--- src/rtl/dma_periph_pkg.sv ---
// Shared types and constants for the 8237A-style DMA I/O peripheral.
package dma_periph_pkg;

    typedef enum logic [1:0] {IDLE, ARMED, XFER, TERM} periph_state_t;

    localparam logic DIR_MEM2IO = 1'b0;
    localparam logic DIR_IO2MEM = 1'b1;

    localparam int unsigned CNT_W = 16;

endpackage

--- src/rtl/dma_io_peripheral_if.sv ---
// DMA channel bus plus local valid/ready streams; master = controller/local side, slave = peripheral.
interface dma_io_peripheral_if #(
    parameter int unsigned DW = 8
);
    logic          DREQ;
    logic          DACK;
    logic          IOR_N;
    logic          IOW_N;
    logic [DW-1:0] DB_IN;
    logic [DW-1:0] DB_OUT;
    logic          DB_OE;
    logic          EOP_N_IN;
    logic          EOP_N_OUT;
    logic [DW-1:0] s_data;
    logic          s_valid;
    logic          s_last;
    logic          s_ready;
    logic [DW-1:0] m_data;
    logic          m_valid;
    logic          m_ready;

    modport master (
        output DACK, IOR_N, IOW_N, DB_IN, EOP_N_IN, s_data, s_valid, s_last, m_ready,
        input  DREQ, DB_OUT, DB_OE, EOP_N_OUT, s_ready, m_data, m_valid
    );

    modport slave (
        input  DACK, IOR_N, IOW_N, DB_IN, EOP_N_IN, s_data, s_valid, s_last, m_ready,
        output DREQ, DB_OUT, DB_OE, EOP_N_OUT, s_ready, m_data, m_valid
    );
endinterface

--- src/rtl/dma_periph_fifo.sv ---
// DEPTH x W synchronous FIFO; push-when-full and pop-when-empty are ignored.
module dma_periph_fifo #(
    parameter int unsigned DEPTH = 16,
    parameter int unsigned W     = 9,
    localparam int unsigned AW   = $clog2(DEPTH),
    localparam int unsigned LW   = AW + 1
) (
    input  logic          clk,
    input  logic          rst_n,
    input  logic          push,
    input  logic          pop,
    input  logic [W-1:0]  wdata,
    output logic [W-1:0]  rdata,
    output logic [LW-1:0] level,
    output logic          full,
    output logic          empty
);
    logic [W-1:0]  mem_q [DEPTH];
    logic [AW-1:0] wr_q;
    logic [AW-1:0] rd_q;
    logic [LW-1:0] level_q;
    logic          push_ok;
    logic          pop_ok;

    assign full    = (level_q == LW'(DEPTH));
    assign empty   = (level_q == '0);
    assign level   = level_q;
    assign rdata   = mem_q[rd_q];
    assign push_ok = push & ~full;
    assign pop_ok  = pop & ~empty;

    always_ff @(posedge clk or negedge rst_n) begin
        if (!rst_n) begin
            wr_q    <= '0;
            rd_q    <= '0;
            level_q <= '0;
            for (int i = 0; i < int'(DEPTH); i++) mem_q[i] <= '0;
        end else begin
            if (push_ok) begin
                mem_q[wr_q] <= wdata;
                wr_q        <= wr_q + AW'(1);
            end
            if (pop_ok) rd_q <= rd_q + AW'(1);
            level_q <= level_q + LW'(push_ok) - LW'(pop_ok);
        end
    end

endmodule

--- src/rtl/dma_io_peripheral.sv ---
// I/O-device end of an 8237A DMA channel: DREQ/DACK handshake, strobe servicing,
// EOP signalling, and a FIFO bridging the DMA bus to a local stream.
module dma_io_peripheral
    import dma_periph_pkg::*;
#(
    parameter int unsigned DEPTH = 16,
    parameter int unsigned DW    = 8
) (
    input  logic                 CLK,
    input  logic                 RESET,
    input  logic                 enable,
    input  logic                 dir,
    dma_io_peripheral_if.slave   bus,
    output logic [CNT_W-1:0]     count,
    output logic                 done,
    output logic                 err
);
    localparam int unsigned LW = $clog2(DEPTH) + 1;

    periph_state_t    state_q, state_d;
    logic             dir_q;
    logic             strb_prev_q;
    logic [DW-1:0]    db_q;
    logic             eop_lat_q;
    logic             en_prev_q;
    logic             dreq_q, dreq_d;
    logic             done_q;
    logic             err_q;
    logic [CNT_W-1:0] count_q;

    logic             f_push, f_pop, f_full, f_empty;
    logic [DW:0]      f_wdata, f_rdata;
    logic [LW-1:0]    f_level;

    logic io2mem, active, strb_n, complete, head_last, term_hit, en_rise, oe;

    dma_periph_fifo #(.DEPTH(DEPTH), .W(DW + 1)) u_fifo (
        .clk   (CLK),
        .rst_n (RESET),
        .push  (f_push),
        .pop   (f_pop),
        .wdata (f_wdata),
        .rdata (f_rdata),
        .level (f_level),
        .full  (f_full),
        .empty (f_empty)
    );

    // Strobe edge detect and FIFO steering; the strobe in use follows the latched direction.
    always_comb begin
        io2mem    = (dir_q == DIR_IO2MEM);
        active    = (state_q == ARMED) || (state_q == XFER);
        strb_n    = io2mem ? bus.IOR_N : bus.IOW_N;
        complete  = active & bus.DACK & ~strb_prev_q & strb_n;
        head_last = f_rdata[DW] & ~f_empty;
        term_hit  = complete & (eop_lat_q | ~bus.EOP_N_IN | (io2mem & head_last));
        en_rise   = enable & ~en_prev_q;
        f_push    = io2mem ? (bus.s_valid & bus.s_ready) : complete;
        f_pop     = io2mem ? complete : (bus.m_valid & bus.m_ready);
        f_wdata   = io2mem ? {bus.s_last, bus.s_data} : {1'b0, db_q};
        oe        = io2mem & active & bus.DACK & ~bus.IOR_N;
    end

    // Next state; disable overrides termination, which overrides handshake moves.
    always_comb begin
        state_d = state_q;
        case (state_q)
            IDLE:    if (enable)    state_d = ARMED;
            ARMED:   if (bus.DACK)  state_d = XFER;
            XFER:    if (!bus.DACK) state_d = ARMED;
            default: state_d = state_q;
        endcase
        if (term_hit) state_d = TERM;
        if (!enable)  state_d = IDLE;
        dreq_d = ((state_d == ARMED) || (state_d == XFER)) &
                 (io2mem ? (f_level != '0) : (f_level < LW'(DEPTH)));
    end

    always_ff @(posedge CLK or negedge RESET) begin
        if (!RESET) begin
            state_q     <= IDLE;
            dir_q       <= DIR_MEM2IO;
            strb_prev_q <= 1'b1;
            db_q        <= '0;
            eop_lat_q   <= 1'b0;
            en_prev_q   <= 1'b0;
            dreq_q      <= 1'b0;
            done_q      <= 1'b0;
            err_q       <= 1'b0;
            count_q     <= '0;
        end else begin
            state_q     <= state_d;
            strb_prev_q <= strb_n;
            db_q        <= bus.DB_IN;
            en_prev_q   <= enable;
            dreq_q      <= dreq_d;
            done_q      <= (state_d == TERM) && (state_q != TERM);
            if (state_q == IDLE) dir_q <= dir;
            // Controller EOP may be pulsed anywhere within the strobe low phase.
            if (complete || !active)                              eop_lat_q <= 1'b0;
            else if (bus.DACK && !strb_n && !bus.EOP_N_IN)        eop_lat_q <= 1'b1;
            if (en_rise) begin
                count_q <= '0;
                err_q   <= 1'b0;
            end else if (complete) begin
                count_q <= count_q + CNT_W'(1);
                if (io2mem ? f_empty : f_full) err_q <= 1'b1;
            end
        end
    end

    assign bus.DREQ      = dreq_q;
    assign bus.DB_OE     = oe;
    assign bus.DB_OUT    = oe ? (f_empty ? {DW{1'b1}} : f_rdata[DW-1:0]) : '0;
    assign bus.EOP_N_OUT = ~(oe & head_last);
    assign bus.s_ready   = io2mem & (f_level < LW'(DEPTH));
    assign bus.m_valid   = ~io2mem & (f_level != '0);
    assign bus.m_data    = f_rdata[DW-1:0];
    assign count         = count_q;
    assign done          = done_q;
    assign err           = err_q;

endmodule

--- src/flat_wrapper.sv ---
// flat-port wrapper written by rule: the top's interface ports become plain ports
module dma_io_peripheral_flat import dma_periph_pkg::*;
#(
    parameter int unsigned DEPTH = 16,
    parameter int unsigned DW    = 8
)
  (CLK, RESET, enable, dir, count, done, err, bus_DACK, bus_IOR_N, bus_IOW_N, bus_DB_IN, bus_EOP_N_IN, bus_s_data, bus_s_valid, bus_s_last, bus_m_ready, bus_DREQ, bus_DB_OUT, bus_DB_OE, bus_EOP_N_OUT, bus_s_ready, bus_m_data, bus_m_valid);
  dma_io_peripheral_if #(.DW(DW)) bus_i ();
  input  logic CLK;
  input  logic RESET;
  input  logic enable;
  input  logic dir;
  output logic [CNT_W-1:0] count;
  output logic done;
  output logic err;
  input wire logic [$bits(bus_i.DACK)-1:0] bus_DACK;
  input wire logic [$bits(bus_i.IOR_N)-1:0] bus_IOR_N;
  input wire logic [$bits(bus_i.IOW_N)-1:0] bus_IOW_N;
  input wire logic [$bits(bus_i.DB_IN)-1:0] bus_DB_IN;
  input wire logic [$bits(bus_i.EOP_N_IN)-1:0] bus_EOP_N_IN;
  input wire logic [$bits(bus_i.s_data)-1:0] bus_s_data;
  input wire logic [$bits(bus_i.s_valid)-1:0] bus_s_valid;
  input wire logic [$bits(bus_i.s_last)-1:0] bus_s_last;
  input wire logic [$bits(bus_i.m_ready)-1:0] bus_m_ready;
  output wire logic [$bits(bus_i.DREQ)-1:0] bus_DREQ;
  output wire logic [$bits(bus_i.DB_OUT)-1:0] bus_DB_OUT;
  output wire logic [$bits(bus_i.DB_OE)-1:0] bus_DB_OE;
  output wire logic [$bits(bus_i.EOP_N_OUT)-1:0] bus_EOP_N_OUT;
  output wire logic [$bits(bus_i.s_ready)-1:0] bus_s_ready;
  output wire logic [$bits(bus_i.m_data)-1:0] bus_m_data;
  output wire logic [$bits(bus_i.m_valid)-1:0] bus_m_valid;
  assign bus_i.DACK = bus_DACK;
  assign bus_i.IOR_N = bus_IOR_N;
  assign bus_i.IOW_N = bus_IOW_N;
  assign bus_i.DB_IN = bus_DB_IN;
  assign bus_i.EOP_N_IN = bus_EOP_N_IN;
  assign bus_i.s_data = bus_s_data;
  assign bus_i.s_valid = bus_s_valid;
  assign bus_i.s_last = bus_s_last;
  assign bus_i.m_ready = bus_m_ready;
  assign bus_DREQ = bus_i.DREQ;
  assign bus_DB_OUT = bus_i.DB_OUT;
  assign bus_DB_OE = bus_i.DB_OE;
  assign bus_EOP_N_OUT = bus_i.EOP_N_OUT;
  assign bus_s_ready = bus_i.s_ready;
  assign bus_m_data = bus_i.m_data;
  assign bus_m_valid = bus_i.m_valid;
  dma_io_peripheral #(.DEPTH(DEPTH), .DW(DW)) u_core (.CLK(CLK), .RESET(RESET), .enable(enable), .dir(dir), .bus(bus_i), .count(count), .done(done), .err(err));
endmodule
--- config.mk ---
export PLATFORM = sky130hd
export DESIGN_NAME = dma_io_peripheral_flat
export DESIGN_NICKNAME = d
export VERILOG_FILES = /design/src/rtl/dma_periph_pkg.sv /design/src/rtl/dma_io_peripheral_if.sv /design/src/rtl/dma_periph_fifo.sv /design/src/rtl/dma_io_peripheral.sv /design/src/flat_wrapper.sv
export SDC_FILE = /design/constraint.sdc
export NUM_CORES = 1
export LEC_CHECK = 0
export CORE_UTILIZATION = 63
export CTS_CLUSTER_DIAMETER = 150
export CTS_CLUSTER_SIZE = 25
export DETAILED_ROUTE_END_ITERATION = 6
export PLACE_DENSITY_LB_ADDON = 0.2
export SYNTH_ARGS = -nofsm -noshare
export SYNTH_HDL_FRONTEND = slang
export SYNTH_SLANG_ARGS = --single-unit
--- constraint.sdc ---
create_clock -name CLK -period 8.66 [get_ports CLK]
set_input_delay 2.165 -clock CLK [delete_from_list [all_inputs] [get_ports CLK]]
set_output_delay 2.165 -clock CLK [all_outputs]
set_load 0.1 [all_outputs]
Yosys cells after proc, flatten, opt, wreduce, memory -nomap -nowiden
Cells that the tools add are included.
{ "op_classes": {"n_lt_le_gt_ge": 4, "eq_ne": 7, "addsub": 5, "bitwise": 30, "muxes": 26, "n_reduce_logical": 17} }
{ "op_table": {"columns": ["cell", "n"], "rows": [
  ["$bwmux W144", 1],
  ["$bmux W9 S4", 1],
  ["$demux W9 S4", 1],
  ["$mux W9", 4],
  ["$mux W16", 2],
  ["$and A1 B1 Y1", 18],
  ["$add A16 B1 Y16 const B", 1],
  ["$mux W8", 2],
  ["$ge A5 B5 Y1 const B", 2],
  ["$mux W1", 10],
  ["$not A4 Y5", 2],
  ["$add A4 B1 Y4 const B", 2],
  ["$mux W2", 4],
  ["$not A1 Y1", 8],
  ["$eq A2 B2 Y1 const B", 3],
  ["$pmux W2 S3", 1],
  ["$reduce_bool A2 Y1", 3],
  ["$add A5 B1 Y5", 1],
  ["$eq A5 B5 Y1 const B", 1],
  ["$logic_not A5 Y1", 1],
  ["$lt A5 B1 Y1 const B", 1],
  ["$lt A5 B5 Y1 const B", 1],
  ["$reduce_bool A5 Y1", 1],
  ["$sub A5 B1 Y5", 1],
  ["8 further kinds", 17]
]} }
{ "totals": {"out_inout_bits": 39, "register_bits": 190} }

Logic depth before layout (Yosys ltp)
{ "logic_depth": {"word_depth": 13, "depth_mapped": 14, "mapped_depth_nobuf": 13} }

Cells and area by module
A second synthesis with hierarchy kept.
{ "hier_totals": {"cells_unflattened": 680, "hier_area_um2": 9411.5} }
{ "by_module_without_submodules": {"columns": ["module", "cells_per_inst", "instances", "seq_area_each_um2", "area_each_um2"], "rows": [
  ["dma_periph_fifo", 499, 1, 3928.8, 7672.4],
  ["dma_io_peripheral", 181, 1, 827.0, 1739.2]
]} }

Worst setup path after synthesis
OpenSTA, ideal clock, no wires.
{ "synth_path": {"kind": "input port to output port", "start": "input port bus_IOR_N", "end": "output port bus_DB_OUT[7]", "t_arrival_ns": 5.212, "slack_ns": 1.283, "n_path_buf": 1, "path_stages": 4, "t_required_ns": 6.495, "path_cell_list": "and4b_1 > clkbuf_1 > nand2_1 > o211ai_1"} }
{ "synth_between": {"elab_chain_cells": 3} }
{ "synth_lines": {"columns": ["item", "line_no", "source"], "rows": [
  ["start, declared", "flat_wrapper.sv:17", "input wire logic [$bits(bus_i.IOR_N)-1:0] bus_IOR_N;"],
  ["$not A1 Y1", "dma_io_peripheral.sv:61", "oe = io2mem & active & bus.DACK & ~bus.IOR_N;"],
  ["$and A1 B1 Y1", "dma_io_peripheral.sv:61", null],
  ["via bus_DB_OE", "flat_wrapper.sv:27", "output wire logic [$bits(bus_i.DB_OE)-1:0] bus_DB_OE;"],
  ["$mux W8", "dma_io_peripheral.sv:114", "assign bus.DB_OUT = oe ? (f_empty ? {DW{1'b1}} : f_rdata[DW-1:0]) : '0;"],
  ["end, declared", "flat_wrapper.sv:26", "output wire logic [$bits(bus_i.DB_OUT)-1:0] bus_DB_OUT;"]
]} }
The timed path passes the listed nets, and every way through them passes these cells.

Final worst setup path
{ "layout_path": {"start": "input port bus_DACK", "end": "output port bus_DB_OUT[1]"} }
{ "layout_between": {"elab_chain_cells": 3} }
{ "layout_lines": {"columns": ["item", "line_no", "source"], "rows": [
  ["start, declared", "flat_wrapper.sv:16", "input wire logic [$bits(bus_i.DACK)-1:0] bus_DACK;"],
  ["$and A1 B1 Y1 (2 in a row)", "dma_io_peripheral.sv:61", null],
  ["$mux W8", "dma_io_peripheral.sv:114", null]
]} }
Every way passes these cells.

==> results.md <==
Run status:
- The run finished with clean final reports.

Logic synthesis:
- The number of synthesized register bits is 190.
- The most frequently used cell type in the post-synthesis netlist is sky130_fd_sc_hd__dfrtp_1.
- The fraction of synthesis flops using an asynchronous set or reset pin is 1.00.
- The cell count after synthesis came out at 650.
- The fraction of the mapped netlist area in compound gates is 0.0388.
- The multiplexer area fraction after synthesis is 0.305.
- Counting every net in the synthesized netlist gives 695.
- The commonest cells after synthesis are sky130_fd_sc_hd__dfrtp_1, sky130_fd_sc_hd__mux2_2, sky130_fd_sc_hd__mux4_2, sky130_fd_sc_hd__clkbuf_1, sky130_fd_sc_hd__nor2_1.
- The average cell area after synthesis is 13.9 µm².
- The cell taking the most area after synthesis is sky130_fd_sc_hd__dfrtp_1.
- The parity-gate share of the synthesized area counting xor and xnor cells is 0.0165.
- The synthesized-area fraction occupied by and/or/nand/nor cells is 0.0620.
- The most used flip-flop cell after synthesis is sky130_fd_sc_hd__dfrtp_1.
- By area the synthesized netlist is led by sky130_fd_sc_hd__dfrtp_1, sky130_fd_sc_hd__mux2_2, sky130_fd_sc_hd__mux4_2.
- The synthesized area is 9010 µm².
- Counting distinct cell types in the post-synthesis netlist gives 45.
- The dominant combinational cell family by area after synthesis is multiplexers.
- The count of flip-flops with a built-in enable after synthesis is 0.
- The Yosys step of the flow raised 0 warnings.
- Of the synthesized area, sequential elements account for 0.528.
- The adder-cell share of the synthesized area is 0.0258.
- The share of synthesized area in the top cell type comes to 0.525.

STA:
- Headroom to the max-slew limit came out at 0.329.
- The setup-violating endpoint count in the final report is 0.
- Final hold analysis gives a worst-case slack of 500 ps.
- The final setup slack of the worst path is 1280 ps.
- The max-slew violation total from the final report was 0.
- Setup repair after global routing left no endpoint under its margin.
- The slew of the pin with the lowest slew margin is 1000 ps.
- The clock arrives with 6.86 ps of skew.
- The time the worst path needs with I/O delays and setup is 7380 ps.
- The maximum clock frequency is 135 MHz.
- The summed negative setup slack over all endpoints is 0 ps.
- Of the available clock period, the critical path in the final layout requires 0.852.
- The number of hold violations in the final report is 0.

Power:
- The cell internal power dissipation is 2.24 mW.
- Of the total power, registers draw 0.384.
- The static leakage power is 4.70 nW.
- Of the total power, the clock network draws 0.200.
- The switching share of power is 0.379.
- The part of the power in combinational logic is 0.416.
- VDD sags by at most 0.468 mV.
- The net switching power is 1.37 mW.
- The overall power of the completed layout is 3.61 mW.
- In this run the power density over the cells is 350 nW/µm².

CTS:
- After clock tree synthesis, the clock-pin slew on the worst setup and hold paths is 70 ps.
- The maximum buffer depth of the clock tree is 2.
- The H-tree was split into 4 levels.
- The root buffer cell chosen for the clock tree is sky130_fd_sc_hd__clkbuf_16.
- After clock tree synthesis, the repair step resized 0 gates.
- The count of hold buffers inserted by post-cts repair is 0.
- The total clock sinks is 190.
- The CTS tree is built.
- In this run, CTS created clock tree buffers numbering 17.
- The number of buffers inserted by post-CTS setup repair is 0.
- The worst-skew pair later-pin latency is 430 ps.

Global routing:
- The number of global-route vias before repair came to 6141.
- The met3 track utilization from global routing is 0.0581.
- The layer flagged by global routing as most heavily used is met2.
- The total global routing track utilization is 0.290.
- The number of antenna violations at the first check in global routing is 0.
- The remaining global-route overflow is 0.
- The met1 global-route usage is 0.370.
- The first global-routing pass estimated 31.7 mm of wire.
- The fraction of met2 tracks used by global routing is 0.491.
- Entering global routing, the biggest net connects 69 pins.

Cells and area:
- The layout overhead on the synthesized area is 14.7%.
- The post-layout net count is 748.
- Summing all non-filler instances in the final layout gives an area of 10300 µm².
- After filler insertion, the fill cell instance count of the layout stands at 847.
- The final cell utilization of the core is 0.741.
- The antenna cell count is 0.
- The ratio of cells with drive above 1 in the final layout is 0.335.
- The finished layout holds 896 standard cells, fillers aside.

Route:
- For this run, design rule violations remaining after detail routing come to 0.
- The number of iterations in the first detailed-routing pass is 5.
- In the routed layout, each cell is associated on average with a via count of 6.37.
- In this run the remaining antenna-violating nets after routing total 0.
- After the first detailed-routing iteration, the DRC count stood at 391.
- The via count of the routed design is 5709.
- Dividing the detail-routed wire length by the instance count gives 21.4 µm.
- For this block, the routed nets add up to 19.2 mm of wire.

Worst setup path:
- The cell with the largest stage delay on the worst path is sky130_fd_sc_hd__clkdlybuf4s50_1.
- The startpoint type of the worst setup path is an input pin.
- STA classifies the critical path endpoint as an output pin.
- The beginning of the worst register-to-register path is u_core.dir_q.
- The critical path goes through clkdlybuf4s50_1 -> and4b_1 -> nor2b_1 -> nand2_1 -> o211ai_1 -> clkdlybuf4s50_1.
- The number of buffers and inverters on the critical path is 2.
- By startpoint and endpoint, the worst setup path is classified as input pin to output pin.
- The largest driver fanout on the critical path is 8.
- The largest single stage delay on the critical path is 1180 ps.
- The depth of the worst register-to-register path is 11.
- Data arrives at the worst endpoint at 5220 ps.
- The cell family contributing the most delay on the critical path is buffers and inverters.
- The worst register-to-register path ends at u_core.u_fifo.level[4].
- At the worst endpoint, the required time is 6500 ps.
- The most prevalent standard cell on the critical path is sky130_fd_sc_hd__clkdlybuf4s50_1.
- The setup check on the worst reg-to-reg path leaves a slack of 5060 ps.

Placed design:
- Summed over all nets, the half-perimeter wirelength after detailed placement is 12.7 mm.
- The count of placed standard cells including taps is 864.
- The number of input and output port buffers inserted is 65.
- Routability-driven placement finished with a final weighted congestion of 0.833.
- In this run the cell area measured after placement is 9780 µm².
- The setup slack at placement is 1340 ps.

Worst hold path:
- The startpoint identified for the worst hold timing path is u_core.u_fifo.mem_q[47].
- Counting instances, the worst hold path has a depth of 1.
- The path with the worst hold slack has its endpoint at u_core.u_fifo.mem_q[47].
- The path class of the tightest hold or removal check is register to register.

Flow run:
- The max-capacitance violation count is 0.

Die:
- The floorplan step set the die height to 122 µm.
- The number of core rows is 43.
- The core box area is 13900 µm².
- The die footprint is 14800 µm².
- The I/O pin count is 66.
- The x dimension of the die is 122 µm.
- The initial utilization of the core area, before any placement, comes to 0.646.
## cell families (layout without fill, tap and decap cells)
family / Yosys count / count (layout)
mux: 208 / 208
flops: 190 / 190
simple gates: 107 / 107
compound gates: 55 / 55
buf+inv: 55 / 121
fa+ha+maj: 18 / 18
xor+xnor: 17 / 17
## metal layers
layer | vias to the layer above | wire length [µm]
met2 | 180 | 10000
met5 | - | 0
met1 | 2997 | 7860
li1 | 2508 | -
met4 | 0 | 359
met3 | 24 | 968
## final cells by class
cell class,instances,area [µm²],share of cell area
clock inverters,9,60.1,0.00581
repair buffers,71,697,0.0675
clock buffers,23,488,0.0472
flip-flops and latches,190,4760,0.460
inverters,18,67.6,0.00654
multi-input cells,405,4040,0.391
well taps,180,225,0.0218
## worst reg2reg max path: cells and delay by family (launching register included)
family | cells | cell delay, ps
and+or+nand+nor | 3 | 500
AOI/OAI and AO/OA | 2 | 880
DFF | 1 | 950
adders and majority gates | 3 | 920
xor gates and xnor gates | 1 | 130
buffers and inverters | 2 | 150
## registers in the layout, indices dropped and copies added, names as in the netlist
| name | count |
|---|---|
| u_core.u_fifo.mem_q | 144 |
| u_core.count | 16 |
| u_core.db_q | 8 |
| u_core.u_fifo.level | 5 |
| u_core.u_fifo.rd_q | 4 |
| u_core.u_fifo.wr_q | 4 |
| u_core.state_q | 2 |
| u_core.bus.DREQ | 1 |
| u_core.dir_q | 1 |
| u_core.done | 1 |
| u_core.en_prev_q | 1 |
| u_core.eop_lat_q | 1 |
| u_core.err | 1 |
| u_core.strb_prev_q | 1 |
## power by group through the flow
stage	Combinational, mW	Clock (mW)	Sequential, mW
floorplan	1.21	0	1.33
global placement	1.46	0	1.36
detailed placement	1.51	0	1.40
CTS	1.52	0.733	1.38
global route	1.60	0.770	1.42
finish	1.50	0.723	1.39
## how the worst max path moves through the flow
stage	startpoint	end	slack, ps	cells past startpoint
global route	bus_DACK	bus_DB_OUT[1]	1200	6
floorplan	bus_IOR_N	bus_DB_OUT[7]	1280	4
CTS	bus_DACK	bus_DB_OUT[0]	1330	6
global placement	bus_DACK	bus_DB_OUT[0]	1450	6
detailed placement	bus_DACK	bus_DB_OUT[0]	1340	6
finish	bus_DACK	bus_DB_OUT[1]	1280	6
## layout by cell type (no fill, tap or decap), types with 8 or more instances in the layout
cell,n
sky130_fd_sc_hd__mux4_2,37
sky130_fd_sc_hd__inv_1,18
sky130_fd_sc_hd__clkbuf_16,17
sky130_fd_sc_hd__mux2i_1,9
sky130_fd_sc_hd__ha_1,17
sky130_fd_sc_hd__nor2_1,23
sky130_fd_sc_hd__clkdlybuf4s50_1,64
sky130_fd_sc_hd__xnor2_1,9
sky130_fd_sc_hd__nand2_1,22
sky130_fd_sc_hd__dfrtp_1,188
sky130_fd_sc_hd__nor2b_1,8
sky130_fd_sc_hd__a21oi_1,19
sky130_fd_sc_hd__xor2_1,8
sky130_fd_sc_hd__o211ai_1,8
sky130_fd_sc_hd__o21ai_0,8
sky130_fd_sc_hd__nand3_1,21
sky130_fd_sc_hd__mux2_2,162
sky130_fd_sc_hd__nand4_1,9
Note: power is estimated with default switching activity, not from simulation.
